**config.mk**
```make
export PLATFORM = sky130hd
export DESIGN_NAME = wm_access_arbiter
export DESIGN_NICKNAME = d
export VERILOG_FILES = /design/src/rtl/wm_access_arbiter.sv
export SDC_FILE = /design/constraint.sdc
export NUM_CORES = 1
export LEC_CHECK = 0
export ABC_AREA = 0
export ABC_CLOCK_PERIOD_IN_PS = 3700
export BUFFER_PORTS_ARGS = -buffer_cell sky130_fd_sc_hd__buf_2
export CORE_AREA = 2 2 334 336
export CTS_CLUSTER_DIAMETER = 30
export CTS_CLUSTER_SIZE = 25
export DETAILED_ROUTE_END_ITERATION = 8
export DIE_AREA = 0 0 336 338
export SYNTH_ARGS = -nofsm -noshare
export SYNTH_HDL_FRONTEND = slang
export SYNTH_SLANG_ARGS = --single-unit
```
**constraint.sdc**
```tcl
create_clock -name clock -period 3.7 [get_ports clock]
set_input_delay 0.74 -clock clock [delete_from_list [all_inputs] [get_ports clock]]
set_output_delay 0.74 -clock clock [all_outputs]
set_load 0.02 [all_outputs]
```
**src/rtl/wm_access_arbiter.sv**
```systemverilog
// ---------------------------------------------------------------------------
// wm_access_arbiter
//
// Shares one working-memory (WM) read port and one WM write port among NREQ
// requesters (relax engine, output walker, refresh/init sequencer). One
// access, read or write, is granted per cycle in round-robin order. Read
// data comes back to the requester that issued it after a fixed pipeline
// latency, marked by a one-hot strobe. A flush request stops new grants and
// lets every in-flight read finish before an iteration boundary.
//
// Optional feature macro: WM_RAW_BYPASS_EN
//   defined   : each read in flight also records its address. A write granted
//               while a read of the same address is still in flight replaces
//               the data that read returns. The newest write wins.
//   undefined : no address comparators. A read returns the WM contents as
//               they were in its issue cycle.
//
// Ports
//   clock       rising-edge clock
//   reset       synchronous, active-low reset
//   req_valid   per-requester request present
//   req_we      per-requester 1 = write, 0 = read
//   req_addr    packed addresses, requester i at [i*AW +: AW]
//   req_wdata   packed write data, requester i at [i*DW +: DW]
//   req_ready   one-hot grant, combinational; consumed when valid & ready
//   rsp_valid   one-hot read-data strobe
//   rsp_data    read data, holds its last value between strobes
//   flush       stop granting and drain outstanding reads
//   flush_done  high while drained and flush is still held
//   WMAR        WM read address
//   WMDR        WM read data (RD_LAT cycles after the grant cycle)
//   WMWAR       WM write address
//   WMWDR       WM write data
//   WMWE        WM write enable
// ---------------------------------------------------------------------------
module wm_access_arbiter #(
  parameter int NREQ   = 3,
  parameter int AW     = 13,
  parameter int DW     = 128,
  parameter int RD_LAT = 2
) (
  input  logic               clock,
  input  logic               reset,
  input  logic [NREQ-1:0]    req_valid,
  input  logic [NREQ-1:0]    req_we,
  input  logic [NREQ*AW-1:0] req_addr,
  input  logic [NREQ*DW-1:0] req_wdata,
  output logic [NREQ-1:0]    req_ready,
  output logic [NREQ-1:0]    rsp_valid,
  output logic [DW-1:0]      rsp_data,
  input  logic               flush,
  output logic               flush_done,
  output logic [AW-1:0]      WMAR,
  input  logic [DW-1:0]      WMDR,
  output logic [AW-1:0]      WMWAR,
  output logic [DW-1:0]      WMWDR,
  output logic               WMWE
);

  localparam int PW = (NREQ > 1) ? $clog2(NREQ) : 1;

  typedef enum logic [1:0] {RUN, DRAIN, DONE} state_t;

  state_t            state_q;
  logic              flushDone_q;
  logic [PW-1:0]     rrPtr_q;
  logic [PW-1:0]     rrPtr_d;

  logic [PW:0]       candSum;
  logic              grantFound;
  logic [PW-1:0]     grantIdx;
  logic [NREQ-1:0]   grantVec;
  logic              selWe;
  logic [AW-1:0]     selAddr;
  logic [DW-1:0]     selWdata;
  logic              rdGrant;
  logic              wrGrant;

  logic [AW-1:0]     wmAddr_q;
  logic [AW-1:0]     wmWAddr_q;
  logic [DW-1:0]     wmWData_q;
  logic              wmWe_q;
  logic [NREQ-1:0]   rspValid_q;
  logic [DW-1:0]     rspData_q;

  // Tag pipeline: one stage per cycle of read latency. The last stage lines
  // up with the cycle in which WMDR carries that read's data.
  logic [RD_LAT-1:0] stgValid_q;
  logic [PW-1:0]     stgIdx_q [RD_LAT];

`ifdef WM_RAW_BYPASS_EN
  logic [AW-1:0]     stgAddr_q  [RD_LAT];
  logic [RD_LAT-1:0] stgByp_q;
  logic [DW-1:0]     stgBdata_q [RD_LAT];
  logic [RD_LAT-1:0] bypFlag_c;
  logic [DW-1:0]     bypData_c  [RD_LAT];
`endif

  // Round-robin search: first valid requester at or after the pointer,
  // wrapping. The sum never reaches 2*NREQ, so one subtraction wraps it.
  always_comb begin
    candSum    = '0;
    grantFound = 1'b0;
    grantIdx   = '0;
    grantVec   = '0;
    if (reset && (state_q == RUN) && !flush) begin
      for (int k = 0; k < NREQ; k++) begin
        candSum = {1'b0, rrPtr_q} + (PW+1)'(k);
        if (candSum >= (PW+1)'(NREQ)) begin
          candSum = candSum - (PW+1)'(NREQ);
        end
        if (!grantFound && req_valid[candSum[PW-1:0]]) begin
          grantFound = 1'b1;
          grantIdx   = candSum[PW-1:0];
        end
      end
      if (grantFound) begin
        grantVec[grantIdx] = 1'b1;
      end
    end
  end

  assign selWe    = req_we[grantIdx];
  assign selAddr  = req_addr[int'(grantIdx)*AW +: AW];
  assign selWdata = req_wdata[int'(grantIdx)*DW +: DW];
  assign rdGrant  = grantFound & ~selWe;
  assign wrGrant  = grantFound & selWe;
  assign rrPtr_d  = (grantIdx == PW'(NREQ-1)) ? '0 : grantIdx + 1'b1;

`ifdef WM_RAW_BYPASS_EN
  // A write granted now overrides the data of every in-flight read of the
  // same address; a later write simply overwrites an earlier capture.
  always_comb begin
    bypFlag_c = stgByp_q;
    bypData_c = stgBdata_q;
    for (int s = 0; s < RD_LAT; s++) begin
      if (wrGrant && stgValid_q[s] && (stgAddr_q[s] == selAddr)) begin
        bypFlag_c[s] = 1'b1;
        bypData_c[s] = selWdata;
      end
    end
  end
`endif

  // Datapath: pointer, WM port registers, tag pipeline and response capture.
  // Reset empties the pipeline so reads in flight are never strobed.
  always_ff @(posedge clock) begin
    if (!reset) begin
      rrPtr_q    <= '0;
      wmAddr_q   <= '0;
      wmWAddr_q  <= '0;
      wmWData_q  <= '0;
      wmWe_q     <= 1'b0;
      stgValid_q <= '0;
      rspValid_q <= '0;
      rspData_q  <= '0;
      for (int s = 0; s < RD_LAT; s++) begin
        stgIdx_q[s] <= '0;
      end
`ifdef WM_RAW_BYPASS_EN
      stgByp_q <= '0;
      for (int s = 0; s < RD_LAT; s++) begin
        stgAddr_q[s]  <= '0;
        stgBdata_q[s] <= '0;
      end
`endif
    end else begin
      if (grantFound) begin
        rrPtr_q <= rrPtr_d;
      end
      wmWe_q <= wrGrant;
      if (wrGrant) begin
        wmWAddr_q <= selAddr;
        wmWData_q <= selWdata;
      end
      if (rdGrant) begin
        wmAddr_q <= selAddr;
      end

      stgValid_q[0] <= rdGrant;
      stgIdx_q[0]   <= grantIdx;
      for (int s = 1; s < RD_LAT; s++) begin
        stgValid_q[s] <= stgValid_q[s-1];
        stgIdx_q[s]   <= stgIdx_q[s-1];
      end

      rspValid_q <= '0;
      if (stgValid_q[RD_LAT-1]) begin
        rspValid_q[stgIdx_q[RD_LAT-1]] <= 1'b1;
`ifdef WM_RAW_BYPASS_EN
        rspData_q <= bypFlag_c[RD_LAT-1] ? bypData_c[RD_LAT-1] : WMDR;
`else
        rspData_q <= WMDR;
`endif
      end

`ifdef WM_RAW_BYPASS_EN
      stgAddr_q[0]  <= selAddr;
      stgByp_q[0]   <= 1'b0;
      stgBdata_q[0] <= '0;
      for (int s = 1; s < RD_LAT; s++) begin
        stgAddr_q[s]  <= stgAddr_q[s-1];
        stgByp_q[s]   <= bypFlag_c[s-1];
        stgBdata_q[s] <= bypData_c[s-1];
      end
`endif
    end
  end

  // Flush control. The grant is already blocked combinationally in the
  // cycle flush rises. DRAIN waits for an empty tag pipeline; the final
  // response is still in the output register then, so flush_done rises the
  // cycle after the last strobe.
  always_ff @(posedge clock) begin
    if (!reset) begin
      state_q     <= RUN;
      flushDone_q <= 1'b0;
    end else begin
      case (state_q)
        RUN: begin
          if (flush) begin
            state_q <= DRAIN;
          end
        end
        DRAIN: begin
          if (stgValid_q == '0) begin
            if (flush) begin
              state_q     <= DONE;
              flushDone_q <= 1'b1;
            end else begin
              state_q <= RUN;
            end
          end
        end
        DONE: begin
          if (!flush) begin
            state_q     <= RUN;
            flushDone_q <= 1'b0;
          end
        end
        default: begin
          state_q     <= RUN;
          flushDone_q <= 1'b0;
        end
      endcase
    end
  end

  assign req_ready  = grantVec;
  assign rsp_valid  = rspValid_q;
  assign rsp_data   = rspData_q;
  assign flush_done = flushDone_q;
  assign WMAR       = wmAddr_q;
  assign WMWAR      = wmWAddr_q;
  assign WMWDR      = wmWData_q;
  assign WMWE       = wmWe_q;

endmodule

```
* Word-level counts from Yosys, hierarchy flattened
Memory sizes are Yosys's and may differ from the RTL's.
Index checks and enable logic that the tools add are counted.
** Word-level totals
- Memories :: 1
- Bits of input ports :: 560
- Output and inout port bits :: 290
- RAM bits :: 4
- Bits in registers :: 293
** Operators by class
- Reductions and logical operators :: 14
- $add $sub $neg :: 6
- Shift operators :: 2
- Mux-type cells :: 46
- $lt $le $gt $ge :: 11
- Eq/ne operators :: 7
- $mul :: 1
- Bitwise operators :: 6
** Memory list
- stgIdx_q :: words 2, bits a word 2, read ports 2, clocked after Yosys merged registers in 0, wr ports 2, RTL line 89 : logic [PW-1:0] stgIdx_q [RD_LAT];
** Operator list (number)
- variable part select 384 x 10 -> 128 bit :: 1
- variable part select 39 x 7 -> 13 bit :: 1
- two-way mux 2 bit :: 18
- less-than comparator 2 x 3 -> 1 bit (second input constant) :: 6
- two-way mux 1 bit :: 18
- binary-select mux 1 bit (select 2 bit) :: 4
- inequality test 2 bit (second input constant) :: 4
- greater-or-equal comparator 3 x 2 -> 1 bit (second input constant) :: 2
- logical AND 1 bit :: 6
- multiplier 2 x 4 -> 6 bit (second input constant) :: 1
- two-way mux 3 bit :: 2
- case mux 2 bit (3 select lines) :: 1
- subtractor 2 bit (second input constant) :: 3
- demux 1 bit (select 2 bit) :: 2
- == test 2 bit (second input constant) :: 2
- greater-or-equal comparator 2 x 1 -> 1 bit (second input constant) :: 2
- zero test 2 bit :: 2
- AND reduction 4 bit :: 1
- adder 2 x 1 -> 3 bit (second input constant) :: 1
- adder 2 x 2 -> 3 bit (second input constant) :: 1
- zero test 1 bit :: 3
- case mux 1 bit (3 select lines) :: 1
- AND reduction 3 bit :: 1
- adder 2 x 1 -> 2 bit (second input constant) :: 1
- other kinds (6) :: 9

* Longest topological paths before layout
Gate-level depths: netlist of run 1.
- Word-level depth :: 22
- Depth in mapped cells :: 15
- Mapped depth without buffers :: 9

* Least setup slack after synthesis of run 1
OpenSTA, ideal clock, no wires.
- Path type :: input -> register
- From :: in req_valid[2]
- To :: reg wmWData_q[0] (netlist: WMWDR[0])
- Arrival :: 3.131 ns
- Stages :: 13
- Setup time :: 0.116 ns
- Slack :: 0.453 ns
- Cells stage by stage :: buf_6 -> mux2_2 -> o311a_1 -> a21o_1 -> and3_1 -> buf_2 -> a32o_1 -> buf_2 -> or2_1 -> buf_2 -> buf_6 -> buf_6 -> o211a_1
** Between the ends
- Word-level cells in the longest chain between the ends :: 16
** Ends and longest elaborated chain
- from (decl) :: RTL line 44 : input logic [NREQ-1:0] req_valid,
- branches (longest 16 deep; another with binary-select mux 1 bit (select 2 bit))
- to (signal assigned) :: RTL line 174 : wmWData_q <= selWdata;
- to (decl) :: RTL line 81 : logic [DW-1:0] wmWData_q;
Several ways; the timed one is not identified. The select of a mux whose other input is x is not followed.
A chain may end at the register's enable or synchronous reset.

* Final worst setup path of run 1
- From :: reg rrPtr_q[1]
- To :: reg wmWData_q[91] (netlist: WMWDR[91])
** Between the ends
- Word-level cells in the longest chain between the ends :: 19
** Ends and longest elaborated chain
- from (decl) :: RTL line 66 : logic [PW-1:0] rrPtr_q;
- from (signal assigned) :: RTL line 169 : rrPtr_q <= rrPtr_d;
- branches (longest 19 deep; another with adder 2 x 1 -> 3 bit)
Several ways; the timed one is not identified. The select of a mux whose other input is x is not followed.

==> impl_results.md, run 1 <==
- Share of the synthesized area in the top cell type: 43.76%
- Post-Syn Instances: 1,384
- Worst-skew pair later-pin latency: 0.63 ns
- Warnings, synthesis: 0
- Worst Path Arrival: 4.11 ns
- Via Count: 15,330
- Via density: 4.022
- Fin Setup TNS: 0 ns
- Fillers: 12,100
- Global route overflow: 0
- Reg2Reg Launch Point: rrPtr_q[1]
- GP Congestion: 0.8833
- Synthesized cell area: 13,590 um^2
- Antenna-violating nets left: 0
- Reg2reg end: WMWDR[91]
- Initial Util: 12.35%
- Share of cells above drive strength 1: 47.09%
- Critical path peak fanout: 142
- # setup viols final: 0
- Final Cycle Share: 97.21%
- Count leader, synth: dfxtp_1
- Post-synth EDFFs: 0
- RSZ-0062 raised after global routing: no
- WL final: 81,520 um
- Synth Net Count: 1,948
- Worst Reg2Reg Path Length in Cells: 11
- Run status: finished, final reports clean
- Net Sw Frac: 27.57%
- Total CTS buffers: 91
- Sw power: 3.878 mW
- Synthesized area per cell: 9.818 um^2
- Clock Tree Buf Depth: 3
- TritonCTS Sinks: 297
- Sequential Power Share: 25.2%
- Int Power: 10.19 mW
- Nature of the critical path endpoint: register
- Synth top cells by count: 297 x dfxtp_1, 143 x a22oi_1, 137 x nand2_1
- Number of remaining DRC errors: 0
- Vias in the first global route: 14,700
- Area Overhead vs Synth: 70.91%
- Clk pwr share: 59.1%
- Top area cells in the synthesized netlist: dfxtp_1 44%, mux2i_1 9.5%, o211a_1 9.4%
- Die W: 336 um
- Critical path required time: 4.21 ns
- Largest net degree at the start of global routing: 147
- Total power: 14.06 mW
- Final min period: 3.597 ns
- Leak pwr: 11.49 nW
- Core area: 110,100 um^2
- Die H: 338 um
- Critical path type: reg2reg
- Hold path endpoint: rsp_data[22]
- Number of cell rows: 122
- # IOs: 850
- Critical Path Start Type: register
- Final-stage net count: 2,790
- Placed cell area: 19,830 um^2
- Max cap viols: 0
- I/O Buffers: 849
- Hold_sp: WMDR[22]
- Register area share after synthesis: 43.76%
- Slew headroom: 16.04%
- Final Max Slew Viols: 0
- Post-synth top flop: dfxtp_1
- H-tree depth: 3
- DP HPWL: 62,970 um
- Fmax: 0.2780 GHz
- Full die area: 113,600 um^2
- TritonCTS clock tree: done
- DRT Pass-1 Iters: 5
- Power Density: 605.6 nW/um^2
- Total track usage: 13.39%
- First-pass GRT wire length: 108,100 um
- CTS Root Cell: clkbuf_16
- Final Skew: 0.02505 ns
- R2r setup slk: 0.10 ns
- Synth cell types: 47
- Routed WL per cell: 21.39 um
- Final design area excluding fillers: 23,220 um^2
- Iteration-0 DRC Markers: 997
- Ys async rst share: 0%
- Worst-margin pin slew: 1.259 ns
- Hold Fails Final Rpt: 0
- Clock-pin slew on the worst setup and hold paths: 0.04 ns
- Initial antenna violation count: 60
- Hold Path Stages: 3
- Logic pwr share: 15.7%
- Type of the most critical hold path: in2reg
- Flops & latches, synth: 297
- Peak VDD IR: 0.3138 mV
- Most area-hungry cell type in the Yosys netlist: dfxtp_1
power by group through the flow:
stage	Combinational, mW	Clock (mW)	Sequential, mW
2_1_floorplan	0.901	0	3.82
3_3_place_gp	2.21	0	3.59
3_5_place_dp	2.22	0	3.59
4_1_cts	2.23	8.51	3.54
5_1_grt	2.37	8.70	3.56
6_report	2.21	8.31	3.54
metrics by stage:
step / setup slack, ns / utilization, % / hold WS (ns) / cells
2_1_floorplan: 0.4528 / - / 0.4119 / 1384
4_1_cts: 0.03444 / 21.03 / 0.2982 / 3788
3_5_place_dp: 0.1812 / 18.02 / 0.4459 / 3621
5_1_grt: 0.02737 / 21.08 / 0.3255 / 3800
3_3_place_gp: 0.1815 / 18.02 / 0.4353 / 3621
6_report: 0.1033 / 21.10 / 0.3648 / 3811
area by class of cell:
cell class,count,area [um^2],share of cell area [%]
Sequential cell,297,5949,25.62
Timing Repair Buffer,909,4972,21.41
Multi-Input combinational cell,919,7051,30.36
Tap cell,1488,1862,8.017
Clock inverter,53,808.3,3.480
Inverter,8,30.03,0.1293
Antenna cell,23,57.56,0.2478
Clock buffer,114,2494,10.74
how the worst max path moves through the flow:
stage | slack (ns) | from | end
floorplan | 0.45 | req_valid[2] | WMWDR[0]
global placement | 0.18 | req_valid[2] | WMWDR[30]
detailed placement | 0.18 | req_valid[2] | WMWDR[30]
CTS | 0.03 | rrPtr_q[0] | req_ready[0]
global route | 0.03 | rrPtr_q[1] | req_ready[0]
finish | 0.10 | rrPtr_q[1] | WMWDR[91]
sequential cells by signal (all words and copies together), names as in the netlist:
name / count
rsp_valid: 3
flush_done: 1
WMAR: 13
rrPtr_q: 2
WMWDR: 128
state_q: 2
stgValid_q: 2
stgIdx_q: 4
WMWAR: 13
rsp_data: 128
WMWE: 1
cells by family (layout without fill, tap and decap cells):
| logic type | Yosys count | in the layout | share of synthesized area, % |
|---|---|---|---|
| other | 0 | 23 | 0 |
| DFF | 297 | 297 | 43.76 |
| buffers and inverters | 168 | 1084 | 5.175 |
| muxes | 131 | 131 | 9.669 |
| AOI/OAI and AO/OA | 484 | 484 | 29.73 |
| and+or+nand+nor | 300 | 300 | 11.30 |
| adders and majority gates | 4 | 4 | 0.3683 |
routing by layer:
| metal | vias up | global-route usage (%) | wire, um |
|---|---|---|---|
| met5 | - | 0 | 220 |
| met4 | 36 | 5.515 | 2642 |
| met3 | 175 | 5.989 | 8460 |
| met2 | 820 | 21.40 | 37630 |
| met1 | 7268 | 15.54 | 32570 |
| li1 | 7027 | - | - |
placed cells by master (no fill, tap or decap), types with 23 or more instances in the layout:
master and instances:
buf_2 848, dfxtp_1 296, a22oi_1 143, nand2_1 136, nor2b_1 132, mux2i_1 129
o221ai_1 128, o211a_1 128, clkbuf_16 91, buf_4 39, a21oi_1 27, diode_2 23
what timing repair did:
action / CTS / global route
hold buffers: 0 / 0
gates resized for setup: 3 / 2
setup endpoints to repair: 3 / 2
buffers inserted: 0 / 0
endpoints found under the hold margin: 0 / 0
worst max-delay path, stage by stage (launching register included):
cell and delay (ns):
dfxtp_1 0.35, inv_1 0.10, ha_1 0.26, mux2_2 0.38
o311a_1 0.36, a211oi_2 0.39, a31oi_4 0.07, buf_12 0.22
nand2_1 0.40, o221ai_1 0.17, buf_4 0.19, o211a_1 0.11
Note: power is estimated with default switching activity, not from simulation.
==> run 2: changes to the inputs <==
CORE_AREA = 2 2 327 329   (was 2 2 334 336)
DIE_AREA = 0 0 329 331   (was 0 0 336 338)
GPL_ROUTABILITY_DRIVEN = 0   (was not set)
==> impl_results.md, run 2 (synthesized netlist as in run 1, its figures left out) <==
- Clock Tree Buf Depth: 3 (unchanged)
- Via density: 4.094 (+1.8%)
- Share of cells above drive strength 1: 46.60% (-0.48 points)
- Final non-filler cell total: 3,694 (-3.1%)
- Critical Path Start Type: register
- Delay-heaviest family, CP: simple AND/OR/NAND/NOR gates
- Antenna-violating nets left: 0 (unchanged)
- Critical path depth in cells: 9 (-2)
- WL final: 79,000 um (-3.1%)
- Logic pwr share: 16.4% (+0.7 points)
- Net Sw Frac: 28.01% (+0.44 points)
- Clk pwr share: 56.4% (-2.7 points)
- First-pass GRT wire length: 104,900 um (-2.9%)
- RSZ-0062 raised after global routing: no
- Leak pwr: 11.23 nW (-2.2%)
- DRT Pass-1 Iters: 7 (+2)
- Hold_sp: WMDR[25]
- Vias in the first global route: 14,670 (-0.19%)
- CP Buf/Inv Count: 3 (unchanged)
- Final Max Slew Viols: 0 (unchanged)
- Peak VDD IR: 0.3483 mV (+11%)
- Fillers: 11,520 (-4.8%)
- Hold path endpoint: rsp_data[25]
- Slew headroom: 41.39% (+25 points)
- Hold Path Stages: 3 (unchanged)
- Full die area: 108,900 um^2 (-4.1%)
- Clock-pin slew on the worst setup and hold paths: 0.05 ns (about the same)
- Critical path peak fanout: 5 (-96%)
- Global route overflow: 0 (unchanged)
- Hold Fails Final Rpt: 0 (unchanged)
- Final Util: 21.53% (+0.42 points)
- Placed cell area: 19,620 um^2 (-1.1%)
- Total track usage: 13.55% (+0.15 points)
- # IOs: 850 (unchanged)
- Type of the most critical hold path: in2reg
- I/O Buffers: 849 (unchanged)
- Initial Util: 12.94% (+0.60 points)
- Final min period: 3.525 ns (-0.07188 ns)
- TritonCTS clock tree: done
- Routed WL per cell: 21.39 um (about the same)
- Inst Count DP: 3,523 (-2.7%)
- Final-stage net count: 2,779 (-0.39%)
- Worst Reg2Reg Path Length in Cells: 11 (unchanged)
- Via Count: 15,120 (-1.3%)
- Nature of the critical path endpoint: output pin
- Number of cell rows: 119 (-2.5%)
- Commonest non-fill, non-tap cell in the layout: buf_2
- Max incr delay on CP: 0.37 ns (-0.03 ns)
- Total CTS buffers: 80 (-12%)
- Area Overhead vs Synth: 66.29%
- CTS Root Cell: clkbuf_16
- CP cell instances: inv_1 -> ha_2 -> mux2_2 -> and2_1 -> o21ai_0 -> a22oi_1 -> nor4b_4 -> buf_4 -> buf_2
- Fin Setup TNS: 0 ns (unchanged)
- Run status: finished, final reports clean
- Reg2reg end: WMWDR[109]
- TritonCTS Sinks: 297 (unchanged)
- Worst-skew pair later-pin latency: 0.63 ns (about the same)
- Final Cycle Share: 95.27% (-1.9 points)
- Critical path required time: 2.96 ns (-1.25 ns)
- Critical path type: reg2out
- H-tree depth: 3 (unchanged)
- Die H: 331 um (-2.1%)
- Fmax: 0.2837 GHz (+2.0%)
- Worst Path Arrival: 2.78 ns (-1.33 ns)
- Final design area excluding fillers: 22,600 um^2 (-2.7%)
- R2r setup slk: 0.38 ns (+0.28 ns)
- Most frequent cells in the layout: 847 x buf_2, 296 x dfxtp_1, 143 x a22oi_1
- DP HPWL: 62,810 um (-0.25%)
- Sequential Power Share: 27.2% (+2.0 points)
- # setup viols final: 0 (unchanged)
- Sw power: 3.656 mW (-5.7%)
- Initial antenna violation count: 66 (+10%)
- Final Skew: 0.03208 ns (+0.007029 ns)
- Crit path max-delay cell type: mux2_2
- Die W: 329 um (-2.1%)
- Total power: 13.05 mW (-7.2%)
- Max cap viols: 0 (unchanged)
- Power Density: 577.6 nW/um^2 (-4.6%)
- Reg2Reg Launch Point: rrPtr_q[1]
- Number of remaining DRC errors: 0 (unchanged)
- Worst-margin pin slew: 0.8792 ns (-0.3802 ns)
- Core area: 105,000 um^2 (-4.6%)
- Iteration-0 DRC Markers: 779 (-22%)
- Largest net degree at the start of global routing: 147 (unchanged)
- Int Power: 9.394 mW (-7.8%)
[run 2: layout make-up]
class	instances	area, um^2	area share [%]
sequential	297	5949	26.33
tap	1391	1740	7.703
antenna	22	55.05	0.2436
inverter	8	30.03	0.1329
timing repair buffer	909	4887	21.63
multi-input combinational	919	7056	31.23
clock inverter	42	635.6	2.813
clock buffer	106	2242	9.923
[run 2: how the worst max path moves through the flow]
stage,start,endpoint,slack (ns)
global route,rrPtr_q[0],req_ready[2],0.02
floorplan,req_valid[2],WMWDR[0],0.45
CTS,rrPtr_q[1],req_ready[1],0.002
finish,rrPtr_q[1],req_ready[1],0.18
detailed placement,req_valid[2],WMWDR[124],0.26
global placement,req_valid[2],WMWDR[126],0.28
[run 2: power by group through the flow]
stage | Combinational, mW | Sequential, mW | Clock [mW]
after floorplan | 0.901 | 3.82 | 0
after global placement | 2.14 | 3.59 | 0
after detailed placement | 2.15 | 3.59 | 0
after CTS | 2.17 | 3.54 | 7.52
after global routing | 2.31 | 3.56 | 7.68
final | 2.14 | 3.54 | 7.36
[run 2: layer usage]
metal	GRT usage (%)	vias up	share of wire, %
li1	-	6997	-
met1	14.61	7084	38
met2	22.34	808	48
met3	6.480	185	10
met4	6.393	50	3.8
met5	0	-	0.39
[run 2: worst reg2reg max path, stage by stage (launching register included)]
cell and delay [ns]:
dfxtp_1 0.36, inv_1 0.10, ha_2 0.23, mux2_2 0.37
o311a_1 0.36, a21o_1 0.27, and3_4 0.23, buf_12 0.17
buf_12 0.38, a22oi_1 0.39, o221ai_1 0.18, o211a_1 0.17
[run 2: repair_timing]
action | CTS | global route
resized for setup | 3 | 5
hold buffers | 0 | 0
gates cloned | 0 | 0
pin swaps | 0 | 0
setup buffers | 0 | 1
setup endpoints to repair | 2 | 3
[run 2: stage by stage]
step / setup slack, ns / hold WS (ns)
final: 0.1752 / 0.3768
after global routing: 0.02298 / 0.3220
after CTS: 0.002209 / 0.3051
after detailed placement: 0.2612 / 0.4280
after global placement: 0.2807 / 0.4283
after floorplan: 0.4528 / 0.4119
